**config.mk**
```make
export PLATFORM = sky130hd
export DESIGN_NAME = nand_avalon_sequencer
export DESIGN_NICKNAME = d
export VERILOG_FILES = /design/src/rtl/nand_avalon_sequencer.sv
export SDC_FILE = /design/constraint.sdc
export NUM_CORES = 1
export LEC_CHECK = 0
export CAP_MARGIN = 5
export CORE_MARGIN = 1.5
export CORE_UTILIZATION = 51
export CTS_CLUSTER_DIAMETER = 200
export CTS_CLUSTER_SIZE = 30
export DETAILED_ROUTE_END_ITERATION = 8
export HOLD_SLACK_MARGIN = 0.08
export PLACE_DENSITY = 0.85
export SYNTH_ARGS = -nofsm -noshare
export SYNTH_HDL_FRONTEND = slang
export SYNTH_SLANG_ARGS = --single-unit
```
**constraint.sdc**
```tcl
create_clock -name clk -period 7.15 [get_ports clk]
set_input_delay 0.715 -clock clk [delete_from_list [all_inputs] [get_ports clk]]
set_output_delay 0.715 -clock clk [all_outputs]
set_load 0.01 [all_outputs]
```
**src/rtl/nand_avalon_sequencer.sv**
```systemverilog
// Avalon-MM initiator that runs one complete NAND controller register transaction
// per request: optional data write, command write, status polling, optional data read.
module nand_avalon_sequencer #(
    parameter logic [15:0] POLL_MAX = 16'd65535
) (
    input  logic        clk,
    input  logic        rst,
    input  logic        req_valid,
    output logic        req_ready,
    input  logic [4:0]  req_cmd,
    input  logic        req_has_data,
    input  logic [7:0]  req_data,
    input  logic        req_read,
    output logic        rsp_valid,
    output logic [7:0]  rsp_data,
    output logic [7:0]  rsp_status,
    output logic        rsp_timeout,
    output logic [1:0]  avm_address,
    output logic        avm_write,
    output logic        avm_read,
    output logic [31:0] avm_writedata,
    input  logic [31:0] avm_readdata
);

    typedef enum logic [3:0] {
        IDLE,
        DSETUP,
        DWR,
        CSETUP,
        CWR,
        PSETUP,
        PRD,
        RSETUP,
        RRD,
        DONE
    } state_t;

    localparam logic [1:0] ADDR_DATA   = 2'd0;
    localparam logic [1:0] ADDR_CMD    = 2'd1;
    localparam logic [1:0] ADDR_STATUS = 2'd2;

    state_t      state;
    logic [4:0]  cmd_q;
    logic [7:0]  data_q;
    logic        read_q;
    logic [7:0]  status_q;
    logic [15:0] poll_cnt;

    logic [7:0]  rd_byte;
    logic        status_done;
    logic        poll_limit;
    logic        unused_rd_upper;

    assign rd_byte         = avm_readdata[7:0];
    assign unused_rd_upper = ^avm_readdata[31:8];

    // Done means the controller is not busy (bit 0 low) and the NAND reports ready (bit 1 high).
    assign status_done = !rd_byte[0] && rd_byte[1];
    assign poll_limit  = (POLL_MAX != 16'd0) && ((poll_cnt + 16'd1) == POLL_MAX);

    assign req_ready = (state == IDLE) && !rst;

    // Outputs are registered: each transition loads the bus values the next state must present.
    always_ff @(posedge clk or posedge rst) begin
        if (rst) begin
            state         <= IDLE;
            cmd_q         <= 5'd0;
            data_q        <= 8'd0;
            read_q        <= 1'b0;
            status_q      <= 8'd0;
            poll_cnt      <= 16'd0;
            rsp_valid     <= 1'b0;
            rsp_data      <= 8'd0;
            rsp_status    <= 8'd0;
            rsp_timeout   <= 1'b0;
            avm_address   <= 2'd0;
            avm_write     <= 1'b0;
            avm_read      <= 1'b0;
            avm_writedata <= 32'd0;
        end else begin
            avm_address   <= 2'd0;
            avm_write     <= 1'b0;
            avm_read      <= 1'b0;
            avm_writedata <= 32'd0;
            rsp_valid     <= 1'b0;

            case (state)
                IDLE: begin
                    if (req_valid && req_ready) begin
                        cmd_q       <= req_cmd;
                        data_q      <= req_data;
                        read_q      <= req_read;
                        status_q    <= 8'd0;
                        poll_cnt    <= 16'd0;
                        rsp_data    <= 8'd0;
                        rsp_status  <= 8'd0;
                        rsp_timeout <= 1'b0;
                        if (req_has_data) begin
                            state         <= DSETUP;
                            avm_address   <= ADDR_DATA;
                            avm_writedata <= {24'h0, req_data};
                        end else begin
                            state         <= CSETUP;
                            avm_address   <= ADDR_CMD;
                            avm_writedata <= {27'h0, req_cmd};
                        end
                    end
                end

                DSETUP: begin
                    state         <= DWR;
                    avm_address   <= ADDR_DATA;
                    avm_writedata <= {24'h0, data_q};
                    avm_write     <= 1'b1;
                end

                DWR: begin
                    state         <= CSETUP;
                    avm_address   <= ADDR_CMD;
                    avm_writedata <= {27'h0, cmd_q};
                end

                CSETUP: begin
                    state         <= CWR;
                    avm_address   <= ADDR_CMD;
                    avm_writedata <= {27'h0, cmd_q};
                    avm_write     <= 1'b1;
                end

                CWR: begin
                    state       <= PSETUP;
                    avm_address <= ADDR_STATUS;
                end

                PSETUP: begin
                    state       <= PRD;
                    avm_address <= ADDR_STATUS;
                    avm_read    <= 1'b1;
                end

                // A timeout skips the read phase, so rsp_data stays at the 0 loaded on acceptance.
                PRD: begin
                    status_q <= rd_byte;
                    if (status_done) begin
                        if (read_q) begin
                            state       <= RSETUP;
                            avm_address <= ADDR_DATA;
                        end else begin
                            state      <= DONE;
                            rsp_valid  <= 1'b1;
                            rsp_status <= rd_byte;
                        end
                    end else begin
                        poll_cnt <= poll_cnt + 16'd1;
                        if (poll_limit) begin
                            state       <= DONE;
                            rsp_valid   <= 1'b1;
                            rsp_status  <= rd_byte;
                            rsp_timeout <= 1'b1;
                        end else begin
                            state       <= PSETUP;
                            avm_address <= ADDR_STATUS;
                        end
                    end
                end

                RSETUP: begin
                    state       <= RRD;
                    avm_address <= ADDR_DATA;
                    avm_read    <= 1'b1;
                end

                RRD: begin
                    state      <= DONE;
                    rsp_valid  <= 1'b1;
                    rsp_data   <= rd_byte;
                    rsp_status <= status_q;
                end

                DONE: begin
                    state <= IDLE;
                end

                default: begin
                    state <= IDLE;
                end
            endcase
        end
    end

endmodule

```
==> results.md, run 1 <==
* Max Cap Viol at 0
* Delay-heaviest family, CP: compound AO/OA/AOI/OAI gates
* Dpl hpwl at 5152 µm
* Synth Cell Area at ~3600 µm²
* Synth Instances at around 360
* CP Cell Sequence: ha_1, nand3_1, or4_1, o211a_2, a2111oi_4, o211a_1, mux2_4
* Die height at 86.74 µm
* Sequential Power Share at between 40% and 50%
* Crit path kind: reg2reg
* Yosys top cell by area: dfrtp_1
* WHS Path Cells at 2
* Non-Filler Instances at about 510
* Hold Crit Start: data_q[3]$_DFFE_PP0P_
* Drt total wl at 8048 µm
* RD Place Congestion at 0.7855
* GR Overflow Total at 0
* Reg2reg end: rsp_status[7]$_DFFE_PP0P_
* Slew Viols, Final at 0
* DIE AREA at 7523 µm²
* Num CTS Buffers at 9
* Setup Viol. Count Final at 0
* Critical path capture point type: flip-flop
* Share of layout cells above drive strength 1 at roughly 11%
* Antenna violations before repair at 0
* Final Cycle Share at 40.73%
* Worst hold path class: reg2reg
* Ant. Diodes at 0
* Final count of hold timing violations at 0
* Via-to-Cell Ratio at 5.550
* 1st-pass router iterations at 4
* Post-CTS sizing at 0
* Sequential share of the synthesized area at a little over 50%
* Max clock buf depth at 2
* GRT Total Usage at between 20% and 30%
* Final antenna-violating net count at 0
* Hold Path End: data_q[3]$_DFFE_PP0P_
* Startpoint Class: flip-flop
* CTS Hold Bufs at 0
* Slew HR at between 30 and 40%
* Vias in the first global route at around 2800
* Largest net degree at the start of global routing at 73
* CTS tree: done
* Worst-path clk slew at ~70 ps
* Status: completed
* Dominant synthesized flop cell: dfrtp_1
* First-pass GRT wire length at 13440 µm
* Ys Warns at 0
* Unrepaired setup endpoints after global routing: no
* PD cells at roughly 350 nW/µm²
* Lkg Pwr at just under 0.002 µW
* Synth-to-layout area growth at 21.97%
* Final hold slack at roughly 480 ps
* # rows at 30
* Yosys top cell area share at slightly above 50%
* Switching part of the total at around 33%
* Residual DRC at 0
* CTS sink count at between 70 and 80
* Design Power at around 1500 µW
* Asr flop ratio synth at 100.0%
* Seq cells post-synth at 72
* Number of synthesized flops with an enable pin at 0
* CTS root buf: clkbuf_8
* Starting DRT DRC Count at 258
* Io pins at 105
* Switch Pwr at 508.7 µW
* Clock Latency Late Sink at 350 ps
* Netlist cell types at 45
* FF-to-FF Start: poll_cnt[1]$_DFFE_PP0P_
* Power share of the clock group at between 20% and 30%
* P_int at 1024 µW
* Post-CTS setup buffer count at 0
* Routed WL per cell at 15.75 µm
* Synth area leaders: dfrtp_1 (50%), nand2_1 (6.7%), a22o_1 (5.9%)
* Layout Skew at about 9.5 ps
* Setup TNS at 0 ps
* I/O Buffers at 56
* H-tree levels at 3
* # nets final at approximately 460
* Placed cells at slightly below 500
* Core area at roughly 6800 µm²
* Largest fanout on the critical path at 8
* Starting density of the core at 52.63%
* Syn_area_per_cell at 9.906 µm²
* Critical path data required time at 7380 ps
* R2R depth at 7
* Combinational share of power at 33.2%
* WP buf/inv at 0
* Die W at a little under 90 µm
* Slowest cell delay on critical path at between 500 and 600 ps
* Fmax at 343.4 MHz
* Slowest-stage cell, CP: o211a_1
* Most frequent cell after synthesis: dfrtp_1
* Worst R2R Setup Slack at 4240 ps
* Worst Max-Slew Pin Slew at 1037 ps
* Synth cell count leaders: dfrtp_1 (72), nand2_1 (64), o21ai_0 (26), a22o_1 (24), buf_4 (24)
* Max IR drop VDD at 0.1599 mV
* Via count at around 2800
* Worst Path Arrival at ~3100 ps
* Final min period at 2912 ps
[final cells by class]
cell class	instances	area, µm²
Fill cell	548	2432
Sequential cell	72	1802
Multi-Input combinational cell	264	1592
Timing Repair Buffer	58	575.6
Clock buffer	11	151.4
Tap cell	96	120.1
Clock inverter	5	102.6
Inverter	5	18.77
[cell families (layout without fill, tap and decap cells)]
group / after synthesis / after routing / share of synthesized area [%]
flops: 72 / 72 / 50.38
mux: 14 / 14 / 5.213
fa+ha+maj: 2 / 2 / 0.6997
buf+inv: 48 / 79 / 7.838
other cells: 1 / 24 / 0.1049
xor+xnor: 2 / 2 / 0.4899
simple gates: 139 / 139 / 18.68
compound gates: 83 / 83 / 16.59
[worst max path at each step]
stage	start	end	cells past startpoint
after floorplan	rst	avm_address[0]$_DFF_PP0_	1
after global placement	rst	rsp_data[6]$_DFFE_PP0P_	5
after detailed placement	rst	rsp_data[2]$_DFFE_PP0P_	5
after CTS	poll_cnt[0]$_DFFE_PP0P_	rsp_status[7]$_DFFE_PP0P_	7
after global routing	poll_cnt[2]$_DFFE_PP0P_	rsp_status[7]$_DFFE_PP0P_	6
final	poll_cnt[1]$_DFFE_PP0P_	rsp_status[7]$_DFFE_PP0P_	7
[tightest hold or removal path, stage by stage, from the launching register on]
cell	delay, ps
dfrtp_1	340
nand2_1	50
nand2_1	60
[registers in the layout, summed over array words and instances, names as in the netlist]
signal,flops
rsp_status,8
state,4
rsp_data,8
data_q,8
rsp_timeout,1
avm_read,1
rsp_valid,1
status_q,8
avm_writedata,8
avm_write,1
poll_cnt,16
avm_address,2
cmd_q,5
read_q,1
[power groups by stage]
stage	Sequential (µW)	Combinational (µW)	Clock (µW)
6_report	621	509	403
5_1_grt	637	559	433
4_1_cts	621	511	409
3_5_place_dp	625	503	0
3_3_place_gp	619	484	0
2_1_floorplan	613	319	0
[metrics by stage]
stage | util, % | cell area [µm²] | worst slack [ps]
2_1_floorplan | - | 3662 | 4610
3_3_place_gp | 60.46 | 4108 | 4179
3_5_place_dp | 60.46 | 4108 | 4152
4_1_cts | 64.20 | 4362 | 4244
5_1_grt | 64.20 | 4362 | 4021
6_report | 64.20 | 4362 | 4238
[cell usage in the layout, fill, tap and decap left out, types with 3 or more instances in the layout]
| master | n |
|---|---|
| dfrtp_1 | 72 |
| nand2_1 | 64 |
| clkdlybuf4s50_1 | 56 |
| o21ai_0 | 26 |
| a22o_1 | 24 |
| conb_1 | 24 |
| nor2_1 | 23 |
| nand4_1 | 12 |
| clkbuf_8 | 11 |
| a21oi_1 | 10 |
| mux2_4 | 8 |
| and3_1 | 7 |
| nor3_1 | 5 |
| nand3_1 | 5 |
| mux2_2 | 5 |
| a221oi_1 | 5 |
| inv_1 | 4 |
| or2_2 | 4 |
| and2_1 | 4 |
| nand2b_1 | 3 |
| o31ai_1 | 3 |
| a31oi_1 | 3 |
| bufinv_16 | 3 |
[per-layer routing]
metal | track usage, % | share of wire (%) | wire length [µm] | vias to the layer above
met3 | 4.190 | 5.1 | 408 | 12
met2 | 37.29 | 50 | 3984 | 92
met1 | 30.94 | 44 | 3529 | 1398
met4 | 10.70 | 1.6 | 125 | 0
met5 | 0 | 0 | 0 | -
li1 | - | - | - | 1334
No activity file was read; power rests on OpenSTA's default activity.
==> inputs of run 2 (changes only) <==
--- a/config.mk
+++ b/config.mk
@@ -7,12 +7,12 @@
 export LEC_CHECK = 0
 export CAP_MARGIN = 5
 export CORE_MARGIN = 1.5
-export CORE_UTILIZATION = 51
+export CORE_UTILIZATION = 48
 export CTS_CLUSTER_DIAMETER = 200
 export CTS_CLUSTER_SIZE = 30
 export DETAILED_ROUTE_END_ITERATION = 8
 export HOLD_SLACK_MARGIN = 0.08
-export PLACE_DENSITY = 0.85
+export PLACE_DENSITY = 0.81
 export SYNTH_ARGS = -nofsm -noshare
 export SYNTH_HDL_FRONTEND = slang
 export SYNTH_SLANG_ARGS = --single-unit
==> constraint.sdc (replaced) <==
create_clock -name clk -period 2.7 [get_ports clk]
set_input_delay 0.27 -clock clk [delete_from_list [all_inputs] [get_ports clk]]
set_output_delay 0.27 -clock clk [all_outputs]
set_load 0.01 [all_outputs]
==> run 2 against run 1 <==
Against the previous run:
- hold slack worse by 150 ps
- final cell count up 3.3%
- sequential power rose to 2.6 times the previous value
- combinational power rose to 2.8 times the previous value
- register-to-register slack worse by 4100 ps
- die area up 6.0%
- routed wire length down 1.9%
- via count up 2.6%
- critical path type unchanged
- critical endpoint is now rsp_status[6]$_DFFE_PP0P_
- largest cell class unchanged
==> results.md, run 2 (synthesis results as in run 1) <==
* Residual DRC at 0 (unchanged)
* Worst-path clk slew at 70 ps (about the same)
* DIE AREA at 7976 µm² (was 7523 µm²)
* Worst Max-Slew Pin Slew at 712.9 ps (was 1037 ps)
* Die W at 89.31 µm (was 86.74 µm)
* RD Place Congestion at 0.7631 (was 0.7855)
* Final min period at 2558 ps (was 2912 ps)
* CTS sink count at 72 (unchanged)
* Lkg Pwr at 0.002062 µW (was 0.001975 µW)
* CTS root buf: clkbuf_8 (unchanged)
* Most common cell after layout, fill and taps aside: dfrtp_1 (unchanged)
* CTS Hold Bufs at 0 (unchanged)
* Filler instances at 585 (was 548)
* Starting density of the core at 49.57% (was 52.63%)
* Dpl cell area at 4228 µm² (was 4108 µm²)
* First-pass GRT wire length at 12640 µm (was 13440 µm)
* Num CTS Buffers at 9 (unchanged)
* Drt total wl at 7896 µm (was 8048 µm)
* Max clock buf depth at 2 (unchanged)
* Final antenna-violating net count at 0 (unchanged)
* Worst Path Arrival at 2780 ps (was 3140 ps)
* Via-to-Cell Ratio at 5.509 (was 5.550)
* Starting DRT DRC Count at 140 (was 258)
* Slew Viols, Final at 0 (unchanged)
* I/O Buffers at 56 (unchanged)
* Share of layout cells above drive strength 1 at 13.75% (was 10.84%)
* Final hold slack at 328.2 ps (was 476.4 ps)
* Io pins at 105 (unchanged)
* GR Overflow Total at 0 (unchanged)
* Synth-to-layout area growth at 25.19% (was 21.97%)
* Final Cycle Share at 94.76% (was 40.73%)
* Routed WL per cell at 14.95 µm (was 15.75 µm)
* Most frequent cells in the layout: dfrtp_1 (72), nand2_1 (64), clkdlybuf4s50_1 (56), o21ai_0 (26) (unchanged)
* Vias in the first global route at 2655 (was 2799)
* Slew HR at 52.30% (was 30.26%)
* Via count at 2909 (was 2836)
* Slowest cell delay on critical path at 480 ps (was 520 ps)
* Fin area at 4477 µm² (was 4362 µm²)
* PD cells at 897.4 nW/µm² (was 351.5 nW/µm²)
* Clock Latency Late Sink at 340 ps (was 350 ps)
* Dpl hpwl at 5278 µm (was 5152 µm)
* Layout Skew at 7.066 ps (was 9.501 ps)
* Fin worst setup slack at 141.5 ps (was 4238 ps)
* Largest fanout on the critical path at 8 (unchanged)
* Antenna violations before repair at 0 (unchanged)
* Biggest register: poll_cnt (unchanged)
* Pre-CTS WS at 93.28 ps (was 4152 ps)
* Die height at 89.31 µm (was 86.74 µm)
* Critical path capture point type: flip-flop (unchanged)
* Largest net degree at the start of global routing at 35 (was 73)
* Slowest-stage cell, CP: or4_1 (was o211a_1)
* GRT Total Usage at 20.95% (was 23.29%)
* Startpoint Class: flip-flop (unchanged)
* Setup TNS at 0 ps (unchanged)
* Final count of hold timing violations at 0 (unchanged)
* Critical path data required time at 2930 ps (was 7380 ps)
* # rows at 31 (was 30)
* Design Power at 4017 µW (was 1533 µW)
* Status: completed (unchanged)
* R2R depth at 8 (was 7)
* Fmax at 390.9 MHz (was 343.4 MHz)
* Crit path kind: reg2reg (unchanged)
* # nets final at 476 (was 462)
* Max IR drop VDD at 0.3624 mV (was 0.1599 mV)
* Setup Viol. Count Final at 0 (unchanged)
* Core area at 7214 µm² (was 6794 µm²)
* CTS tree: done (unchanged)
* Worst hold path class: in2async (was reg2reg)
* Ant. Diodes at 0 (unchanged)
* 1st-pass router iterations at 4 (unchanged)
* Max Cap Viol at 0 (unchanged)
* Max reg flops at 16 (unchanged)
* Unrepaired setup endpoints after global routing: no (unchanged)
* H-tree levels at 3 (unchanged)
* CP Cell Sequence: ha_2, nand3_1, or4_1, o211a_2, a2111oi_4, o211a_1, buf_12, mux2_4 (was ha_1, nand3_1, or4_1, o211a_2, a2111oi_4, o211a_1, mux2_4)
[run 2: changes by cell type in the layout (fill, tap and decap cells not counted), sizes merged]
cell      previous run  this run
buf                  2        16
bufinv               3         2
clkinv               1         3
clkinvlp             1         0
[run 2: layout make-up]
type,count,area [µm²],share of cell area (%)
inverters,5,18.77,0.4192
repair buffers,72,705.7,15.76
clock buffers,11,151.4,3.382
well taps,99,123.9,2.767
clock inverters,5,78.83,1.761
multi-input cells,264,1597,35.66
flip-flops and latches,72,1802,40.25
[run 2: power breakdown]
| part | switching, µW | internal (µW) |
|---|---|---|
| Clock | 400 | 569 |
| Sequential | 233 | 1400 |
| Combinational | 706 | 712 |
[run 2: path summary, 6_finish.rpt]
check | end | slack, ps | start
setup / recovery | rsp_status[6]$_DFFE_PP0P_ | 140 | poll_cnt[1]$_DFFE_PP0P_
min in group clk | data_q[4]$_DFFE_PP0P_ | 480 | data_q[4]$_DFFE_PP0P_
setup reg to reg | rsp_status[6]$_DFFE_PP0P_ | 140 | poll_cnt[1]$_DFFE_PP0P_
hold / removal | rsp_data[6]$_DFFE_PP0P_ | 330 | rst
hold reg to reg | data_q[4]$_DFFE_PP0P_ | 480 | data_q[4]$_DFFE_PP0P_
max in group asynchronous | poll_cnt[5]$_DFFE_PP0P_ | 1770 | rst
[run 2: per-layer routing]
| metal | wire length (µm) | global-route usage (%) | vias to the layer above |
|---|---|---|---|
| li1 | - | - | 1358 |
| met1 | 3436 | 27.15 | 1440 |
| met2 | 3942 | 34.38 | 101 |
| met3 | 410 | 5.171 | 10 |
| met4 | 107 | 7.273 | 0 |
| met5 | 0 | 0 | - |
[run 2: timing repair]
action                                  in CTS  in global routing
gates resized for setup                      0                  2
setup buffers                                0                  1
endpoints found under the setup margin       0                  9
endpoints found under the hold margin        0                  0
[run 2: stage by stage]
step | util (%) | instances
3_5_place_dp | 58.60 | 511
3_3_place_gp | 58.60 | 511
6_report | 62.05 | 528
2_1_floorplan | - | 384
4_1_cts | 61.79 | 527
5_1_grt | 62.05 | 528
[run 2: critical path, delay by kind of cell (launching register included)]
family | cells | cell delay, ps
simple gates | 2 | 600
compound gates | 3 | 740
flops | 1 | 400
mux | 1 | 300
buf+inv | 1 | 150
fa+ha+maj | 1 | 260
==> inputs of run 3 (changes only) <==
--- a/config.mk
+++ b/config.mk
@@ -13,6 +13,7 @@
 export DETAILED_ROUTE_END_ITERATION = 8
 export HOLD_SLACK_MARGIN = 0.08
 export PLACE_DENSITY = 0.81
+export SLEW_MARGIN = 20
 export SYNTH_ARGS = -nofsm -noshare
 export SYNTH_HDL_FRONTEND = slang
 export SYNTH_SLANG_ARGS = --single-unit
==> results of run 3 <==
The final DEF is identical to that of run 2; final timing and power are the same.
